--- src/rtl/fft8_pkg.sv ---
// Shared types and helpers for the 8-point FFT frame sequencer.
// The full-width magnitude helper accepts operands up to 16 bits wide.
package fft8_pkg;
  localparam int N_PTS      = 8;
  localparam int LOG2_N     = 3;
  localparam int DATA_W_DEF = 8;
  localparam int RES_W_DEF  = 9;
  localparam int MAG_ARG_W  = 16;

  typedef enum logic [2:0] {
    IDLE   = 3'd0,
    LOAD   = 3'd1,
    LAUNCH = 3'd2,
    WAIT   = 3'd3,
    CAPT   = 3'd4,
    DRAIN  = 3'd5
  } seq_state_t;

  // re*re + im*im; the sum is nonnegative, so it is returned as unsigned
  function automatic logic [2*MAG_ARG_W-1:0] mag_full(input logic signed [MAG_ARG_W-1:0] re,
                                                      input logic signed [MAG_ARG_W-1:0] im);
    logic signed [2*MAG_ARG_W-1:0] re_sq;
    logic signed [2*MAG_ARG_W-1:0] im_sq;
    re_sq = re * re;
    im_sq = im * im;
    return $unsigned(re_sq) + $unsigned(im_sq);
  endfunction
endpackage

--- src/rtl/fft8_mag_unit.sv ---
// Squared magnitude of one FFT bin, reduced to OUT_W bits.
// Define FFT_SEQ_MAG_SAT_EN to saturate instead of wrapping.
module fft8_mag_unit
  import fft8_pkg::*;
#(
  parameter int RES_W = RES_W_DEF,
  parameter int OUT_W = 9
) (
  input  logic signed [RES_W-1:0] re,
  input  logic signed [RES_W-1:0] im,
  output logic        [OUT_W-1:0] mag
);
  localparam int FULL_W = 2 * RES_W;

  logic [2*MAG_ARG_W-1:0] wide_s;
  logic [FULL_W-1:0]      full_s;

  assign wide_s = mag_full({{(MAG_ARG_W-RES_W){re[RES_W-1]}}, re},
                           {{(MAG_ARG_W-RES_W){im[RES_W-1]}}, im});
  assign full_s = wide_s[FULL_W-1:0];

`ifdef FFT_SEQ_MAG_SAT_EN
  localparam logic [FULL_W-1:0] SAT_MAX = {{(FULL_W-OUT_W){1'b0}}, {OUT_W{1'b1}}};
  logic unused_s;
  assign unused_s = ^wide_s[2*MAG_ARG_W-1:FULL_W];

  // Clamp to the largest representable magnitude
  always_comb begin
    if (full_s > SAT_MAX) begin
      mag = {OUT_W{1'b1}};
    end else begin
      mag = full_s[OUT_W-1:0];
    end
  end
`else
  logic unused_s;
  assign unused_s = ^{wide_s[2*MAG_ARG_W-1:FULL_W], full_s[FULL_W-1:OUT_W]};

  // Keep only the low OUT_W bits
  always_comb begin
    mag = full_s[OUT_W-1:0];
  end
`endif
endmodule

--- src/rtl/fft8_frame_sequencer.sv ---
// Collects an 8-sample frame, launches the FFT core, captures its bins and
// streams squared magnitudes. Optional build macro: FFT_SEQ_MAG_SAT_EN.
module fft8_frame_sequencer
  import fft8_pkg::*;
#(
  parameter int DATA_W  = DATA_W_DEF,
  parameter int RES_W   = RES_W_DEF,
  parameter int FFT_LAT = 3,
  parameter int OUT_W   = 9
) (
  input  logic                      clk,
  input  logic                      rst_n,
  input  logic                      in_valid,
  output logic                      in_ready,
  input  logic [DATA_W-1:0]         in_data,
  output logic [N_PTS*DATA_W-1:0]   fft_x,
  output logic                      fft_start,
  input  logic [N_PTS*RES_W-1:0]    fft_re,
  input  logic [N_PTS*RES_W-1:0]    fft_im,
  output logic                      out_valid,
  input  logic                      out_ready,
  output logic [LOG2_N-1:0]         out_bin,
  output logic [OUT_W-1:0]          out_mag,
  output logic                      busy,
  output logic                      frame_done
);
  localparam logic [3:0]        WAIT_INIT = 4'(FFT_LAT - 1);
  localparam logic [LOG2_N-1:0] LAST_IDX  = LOG2_N'(N_PTS - 1);

  seq_state_t                state_r;
  logic [LOG2_N-1:0]         ld_cnt_r;
  logic [LOG2_N-1:0]         dr_cnt_r;
  logic [3:0]                wait_cnt_r;
  logic [N_PTS*DATA_W-1:0]   frame_r;
  logic [N_PTS*RES_W-1:0]    buf_re_r;
  logic [N_PTS*RES_W-1:0]    buf_im_r;
  logic                      in_ready_r;
  logic                      fft_start_r;
  logic                      out_valid_r;
  logic [OUT_W-1:0]          out_mag_r;
  logic                      busy_r;
  logic                      frame_done_r;

  logic                      in_acc_s;
  logic                      out_hs_s;
  logic [LOG2_N-1:0]         sel_idx_s;
  logic [N_PTS*RES_W-1:0]    src_re_s;
  logic [N_PTS*RES_W-1:0]    src_im_s;
  logic signed [RES_W-1:0]   sel_re_s;
  logic signed [RES_W-1:0]   sel_im_s;
  logic [OUT_W-1:0]          mag_s;

  assign in_acc_s = in_valid && in_ready_r;
  assign out_hs_s = out_valid_r && out_ready;

  // Pick the bin whose magnitude will be presented next cycle; in CAPT the
  // buffer is still loading, so bin 0 is taken straight from the core.
  always_comb begin
    src_re_s  = buf_re_r;
    src_im_s  = buf_im_r;
    sel_idx_s = dr_cnt_r;
    if (state_r == CAPT) begin
      src_re_s  = fft_re;
      src_im_s  = fft_im;
      sel_idx_s = '0;
    end else if (out_hs_s) begin
      sel_idx_s = dr_cnt_r + LOG2_N'(1);
    end else begin
      sel_idx_s = dr_cnt_r;
    end
    sel_re_s = src_re_s[sel_idx_s*RES_W +: RES_W];
    sel_im_s = src_im_s[sel_idx_s*RES_W +: RES_W];
  end

  fft8_mag_unit #(
    .RES_W (RES_W),
    .OUT_W (OUT_W)
  ) u_mag (
    .re  (sel_re_s),
    .im  (sel_im_s),
    .mag (mag_s)
  );

  // Frame sequencing FSM with all outputs registered
  always_ff @(posedge clk) begin
    if (!rst_n) begin
      state_r      <= IDLE;
      ld_cnt_r     <= '0;
      dr_cnt_r     <= '0;
      wait_cnt_r   <= 4'd0;
      frame_r      <= '0;
      buf_re_r     <= '0;
      buf_im_r     <= '0;
      in_ready_r   <= 1'b1;
      fft_start_r  <= 1'b0;
      out_valid_r  <= 1'b0;
      out_mag_r    <= '0;
      busy_r       <= 1'b0;
      frame_done_r <= 1'b0;
    end else begin
      fft_start_r  <= 1'b0;
      frame_done_r <= 1'b0;
      case (state_r)
        IDLE: begin
          if (in_acc_s) begin
            frame_r[0 +: DATA_W] <= in_data;
            ld_cnt_r             <= LOG2_N'(1);
            busy_r               <= 1'b1;
            state_r              <= LOAD;
          end
        end
        LOAD: begin
          if (in_acc_s) begin
            frame_r[ld_cnt_r*DATA_W +: DATA_W] <= in_data;
            if (ld_cnt_r == LAST_IDX) begin
              ld_cnt_r    <= '0;
              in_ready_r  <= 1'b0;
              fft_start_r <= 1'b1;
              state_r     <= LAUNCH;
            end else begin
              ld_cnt_r <= ld_cnt_r + LOG2_N'(1);
            end
          end
        end
        LAUNCH: begin
          wait_cnt_r <= WAIT_INIT;
          state_r    <= WAIT;
        end
        WAIT: begin
          if (wait_cnt_r == 4'd0) begin
            state_r <= CAPT;
          end else begin
            wait_cnt_r <= wait_cnt_r - 4'd1;
          end
        end
        CAPT: begin
          buf_re_r    <= fft_re;
          buf_im_r    <= fft_im;
          dr_cnt_r    <= '0;
          out_valid_r <= 1'b1;
          out_mag_r   <= mag_s;
          state_r     <= DRAIN;
        end
        DRAIN: begin
          if (out_hs_s) begin
            if (dr_cnt_r == LAST_IDX) begin
              dr_cnt_r     <= '0;
              out_valid_r  <= 1'b0;
              out_mag_r    <= '0;
              in_ready_r   <= 1'b1;
              busy_r       <= 1'b0;
              frame_done_r <= 1'b1;
              state_r      <= IDLE;
            end else begin
              dr_cnt_r  <= dr_cnt_r + LOG2_N'(1);
              out_mag_r <= mag_s;
            end
          end
        end
        default: begin
          state_r     <= IDLE;
          in_ready_r  <= 1'b1;
          out_valid_r <= 1'b0;
          busy_r      <= 1'b0;
        end
      endcase
    end
  end

  assign in_ready   = in_ready_r;
  assign fft_x      = frame_r;
  assign fft_start  = fft_start_r;
  assign out_valid  = out_valid_r;
  assign out_bin    = dr_cnt_r;
  assign out_mag    = out_mag_r;
  assign busy       = busy_r;
  assign frame_done = frame_done_r;
endmodule

--- config.mk ---
export PLATFORM = sky130hd
export DESIGN_NAME = fft8_frame_sequencer
export DESIGN_NICKNAME = d
export VERILOG_FILES = /design/src/rtl/fft8_pkg.sv /design/src/rtl/fft8_mag_unit.sv /design/src/rtl/fft8_frame_sequencer.sv
export SDC_FILE = /design/constraint.sdc
export NUM_CORES = 1
export LEC_CHECK = 0
export CAP_MARGIN = 20
export CORE_MARGIN = 2
export CORE_UTILIZATION = 53
export DETAILED_ROUTE_END_ITERATION = 6
export PLACE_DENSITY = 0.81
export SLEW_MARGIN = 20
export SYNTH_ARGS = -nofsm -noshare
export SYNTH_HDL_FRONTEND = slang
export SYNTH_HIERARCHICAL = 1
export SYNTH_SLANG_ARGS = --single-unit
--- constraint.sdc ---
create_clock -name clk -period 10.4 [get_ports clk]
set_input_delay 2.6 -clock clk [delete_from_list [all_inputs] [get_ports clk]]
set_output_delay 2.6 -clock clk [all_outputs]
set_load 0.03 [all_outputs]
Yosys cells after proc, flatten, opt, wreduce, memory -nomap -nowiden
Cells that the tools add are included.
- input port bits: 156
- output and inout port bits: 81
- register bits after elaboration: 235
- muxes and demuxes: 38
- multipliers: 3
- reduce and logical (&&, ||, !) cells: 20
- shift operators: 4
- add/subtract/negate cells: 5
- equal/unequal tests: 14
- bitwise gates (word level): 3
- operator list (operator ; count):
    $mux 72 ; 2
    $shiftx 72x8->9 ; 2
    $bwmux 64 ; 1
    $shift 8x34->64 const A ; 1
    $shiftx 8x34->64 ; 1
    $mux 3 ; 12
    $neg 6->34 ; 1
    $mul 9x9->9 ; 2
    $mux 9 ; 2
    $pmux 3 s6 ; 1
    $pmux 9 s2 ; 1
    $mux 8 ; 2
    $pmux 8 s2 ; 1
    $ne 2x2->1 const B ; 7
    $eq 3x3->1 const B ; 4
    $pmux 3 s2 ; 2
    $reduce_and 3->1 ; 4
    $reduce_or 4->1 ; 3
    $add 9x9->9 ; 1
    $mux 1 ; 9
    $pmux 1 s3 ; 3
    $pmux 4 s2 ; 1
    $mul 3x4->7 const B ; 1
    $add 3x1->3 const B ; 2
    13 further kinds ; 21

Longest topological paths before layout
- depth in word-level cells: 10
- mapped depth: 31
- mapped depth without buffers: 29

Modules after synthesis
The synthesis kept the hierarchy.
- modules (own cells, without submodules) (module ; instances ; cells each ; seq. area each (µm²) ; area each (µm²)):
    fft8_frame_sequencer ; 1 ; 1296 ; 4704.5 ; 11222.0
    fft8_mag_unit ; 1 ; 201 ; 0.0 ; 1844.3

Least setup slack after synthesis
No wires, ideal clock.
- kind: input to register
- start: input out_ready
- end: register out_mag_r[8] (netlist: out_mag[8])
- required time: 10277 ps
- path slack: 1543 ps
- path buffers: 1
- setup time: 123 ps
- arrival: 8734 ps
- stages on the path: 24
- cells stage by stage: buf_4 -> and3_4 -> a21oi_4 -> mux4_2 -> nor3_1 -> nor3_1 -> and2_1 -> fa_1 -> inv_1 -> fa_1 -> fa_1 -> inv_1 -> fa_1 -> inv_1 -> fa_1 -> inv_1 -> fa_1 -> ha_1 -> ha_1 -> a21oi_1 -> xnor2_1 -> xnor3_1 -> nand3_1 -> a21boi_0
- longest elaborated chain between the ends: 10
- elaborated cells between the ends (all ways): 14
- ends and longest elaborated chain (item ; line ; RTL):
    from (decl) ; fft8_frame_sequencer.sv:21 ; input logic out_ready,
    $logic_and 1x1->1 (*) ; fft8_frame_sequencer.sv:54 ; assign out_hs_s = out_valid_r && out_ready;
    $mux 3 (*) ; fft8_frame_sequencer.sv:66 ; end else if (out_hs_s) begin
    $mux 3 (*) ; fft8_frame_sequencer.sv:62 ; if (state_r == CAPT) begin
    $mul 3x4->7 (*) ; fft8_frame_sequencer.sv:72 ; sel_im_s = src_im_s[sel_idx_s*RES_W +: RES_W];
    $shiftx 72x8->9 (*) ; fft8_frame_sequencer.sv:72 ;
    net sel_im_s[0] ; fft8_frame_sequencer.sv:50 ; logic signed [RES_W-1:0] sel_im_s;
    $mul 9x9->9 (*) ; fft8_pkg.sv:25 ; im_sq = im * im;
    $add 9x9->9 (*) ; fft8_pkg.sv:26 ; return $unsigned(re_sq) + $unsigned(im_sq);
    net mag_s[8] ; fft8_frame_sequencer.sv:51 ; logic [OUT_W-1:0] mag_s;
    $mux 9 ; fft8_frame_sequencer.sv:146 ; if (dr_cnt_r == LAST_IDX) begin
    $mux 9 ; fft8_frame_sequencer.sv:145 ; if (out_hs_s) begin
    $pmux 9 s2 (*) ; fft8_frame_sequencer.sv:103 ; case (state_r)
    to (signal assigned) ; fft8_frame_sequencer.sv:141 ; out_mag_r <= mag_s;
    to (signal assigned) ; fft8_frame_sequencer.sv:156 ; out_mag_r <= mag_s;
    to (decl) ; fft8_frame_sequencer.sv:40 ; logic [OUT_W-1:0] out_mag_r;
Mark *: on every way through the listed nets, which the timed path passes. The rest lies on a longest branch. The select of a mux whose other input is x is not followed.
A chain may end at the register's enable or synchronous reset.

Final worst setup path
Ends and elaborated chain as after synthesis.

==> metrics.txt <==
Place WS=~0.33 ns; vias in the first global route=around 10000; DR vias/cell=approximately 5.5; Period minus WS final=around 9.5 ns; NumNets Final=around 1800; reported max-cap violation count=0; Final ANT Viol Nets=0; Die Height=157 um; Fmax achieved=105 MHz; CTS buffer count=24; critical path arrival=around 9.9 ns; RSZ-0062 raised after global routing=no; gr ovfl total=0; dpl cells=1861; # rows=55; port bufs=220; min setup slack post-route=0.856 ns; Total GRT Usage=a little over a quarter; RD Place Congestion=0.856; first-pass GRT wire length=approximately 53000 um; setup TNS=0 ns; final WL=32700 um; Iter 0 DRT Violations=roughly 680; Crit-path slowest cell=clkdlybuf4s50_1; First-pass DRT Iterations=7; Ports=237; fillers=around 1800; core area=between 20000 and 25000 um^2; CTS Hold Bufs=0; Area Overhead vs Synth=24.4%; CP max stage delay=between 0.6 and 0.7 ns; slew margin rel.=25.1%; hold_ws=roughly 0.46 ns; htree depth=1; Syn Nets=1659; Setup crit start kind=primary input; status=completed; Design Power=about 1.9 mW; CP dominant cell by count=fa_1; share of cells above drive strength 1=roughly 6.4%; cells after synthesis=~1400; final setup violation count=0; actual slew at the worst max-slew pin=1.12 ns; Post-Syn Area=~12000 um^2; syn avg cell area=8.69 um^2; Yosys warning count=6; non-filler instance count after layout=approximately 1900; Die X=approximately 160 um; Die Footprint=24500 um^2; Clk Latency, worst-skew pair=between 0.5 and 0.6 ns; largest net degree at the start of global routing=between 100 and 150; Leak=5.66 nW; fin. max-slew vios=0; buffers inserted by post-CTS timing repair=0; initial antenna violation count=1; initial core utilization=approximately 54%; Via Count=between 10000 and 15000; endpoint class of the critical path=flop; # DRC=0; fin util=between 60% and 70%; Worst Skew=0.0301 ns; CTS resizes=0; final instance area=between 15000 and 20000 um^2; Hold Vio Cnt, Final=0; Pwr per Cell Area=124 nW/um^2; Hold/Removal Path Class=flop to flop; clock-pin slew of the registers on the worst-case setup and hold paths=approximately 0.060 ns; DP Area=14600 um^2; DR WL/cell=17.2 um; fin crit share=around 92%; Post-DP HPWL=23500 um; Peak VDD IR=approximately 0.13 mV; clk root buf=clkbuf_16; critical path required time=between 10 and 15 ns; critical path type=primary input to flop; Max FO, Critical Path=10; clock buffer depth=3; CTS tree=built; CTS Sinks=approximately 220
placed cells by master, fill, tap and decap left out, drive strengths merged, types with 17 or more instances in the layout:
master         count
nand3             68
ha                51
clkbuf            36
mux4              25
xnor2             21
a21oi             23
and2              30
mux2i             68
inv               65
nor2              33
fa                31
dfxtp            219
buf               17
a21boi           197
nand2            358
clkdlybuf4s50    219
registers in the layout, summed over array words and instances, names as in the netlist, 3 cells and up:
register	cells
out_mag	9
state_r	3
ld_cnt_r	3
wait_cnt_r	4
out_bin	3
fft_x	64
buf_im_r	64
buf_re_r	64
where the power goes:
part	leakage, nW	internal (mW)	switching, mW	total, mW
sequential	1.77	0.853	0.0146	0.867
clock	0.391	0.504	0.337	0.841
combinational	3.50	0.0960	0.0945	0.191
total	5.66	1.45	0.446	1.90
worst paths after layout:
check,start,endpoint,slack [ns],cells after the start
max,out_ready,out_mag[8]$_SDFFE_PN0P_,0.86,25
min,fft_x[36]$_SDFFE_PN0P_,fft_x[36]$_SDFFE_PN0P_,0.46,2
max reg2reg,out_bin[0]$_SDFFE_PN0P_,out_mag[8]$_SDFFE_PN0P_,2.20,26
min reg2reg,fft_x[36]$_SDFFE_PN0P_,fft_x[36]$_SDFFE_PN0P_,0.46,2
per-layer routing:
layer / wire length [um] / share of wire [%] / track usage, % / vias up
met3: 2210 / 6.8 / 3.88 / 59
met1: 14500 / 44 / 37.0 / 4940
met2: 15100 / 46 / 43.4 / 364
met4: 935 / 2.9 / 8.65 / 0
li1: - / - / - / 5067
met5: 0 / 0 / 0 / -
final cells by class:
cell class,count,area [um^2],area share [%]
Sequential cell,219,4390,28.5
Antenna cell,1,2.50,0.0163
Timing Repair Buffer,236,2320,15.1
Clock inverter,5,61.3,0.399
Multi-Input combinational cell,1028,7230,47.1
Clock buffer,36,726,4.72
Tap cell,313,392,2.55
Inverter,65,244,1.59
critical path, delay by kind of cell:
| family | cells | cell delay (ns) |
|---|---|---|
| AND/OR/NAND/NOR | 4 | 0.89 |
| multiplexers | 1 | 0.39 |
| AO/OA/AOI/OAI | 4 | 0.81 |
| XOR/XNOR | 2 | 0.51 |
| adder cells (fa/ha/maj) | 8 | 3.62 |
| buffers and inverters | 6 | 1.09 |
Power figures use the tool's default switching activity.
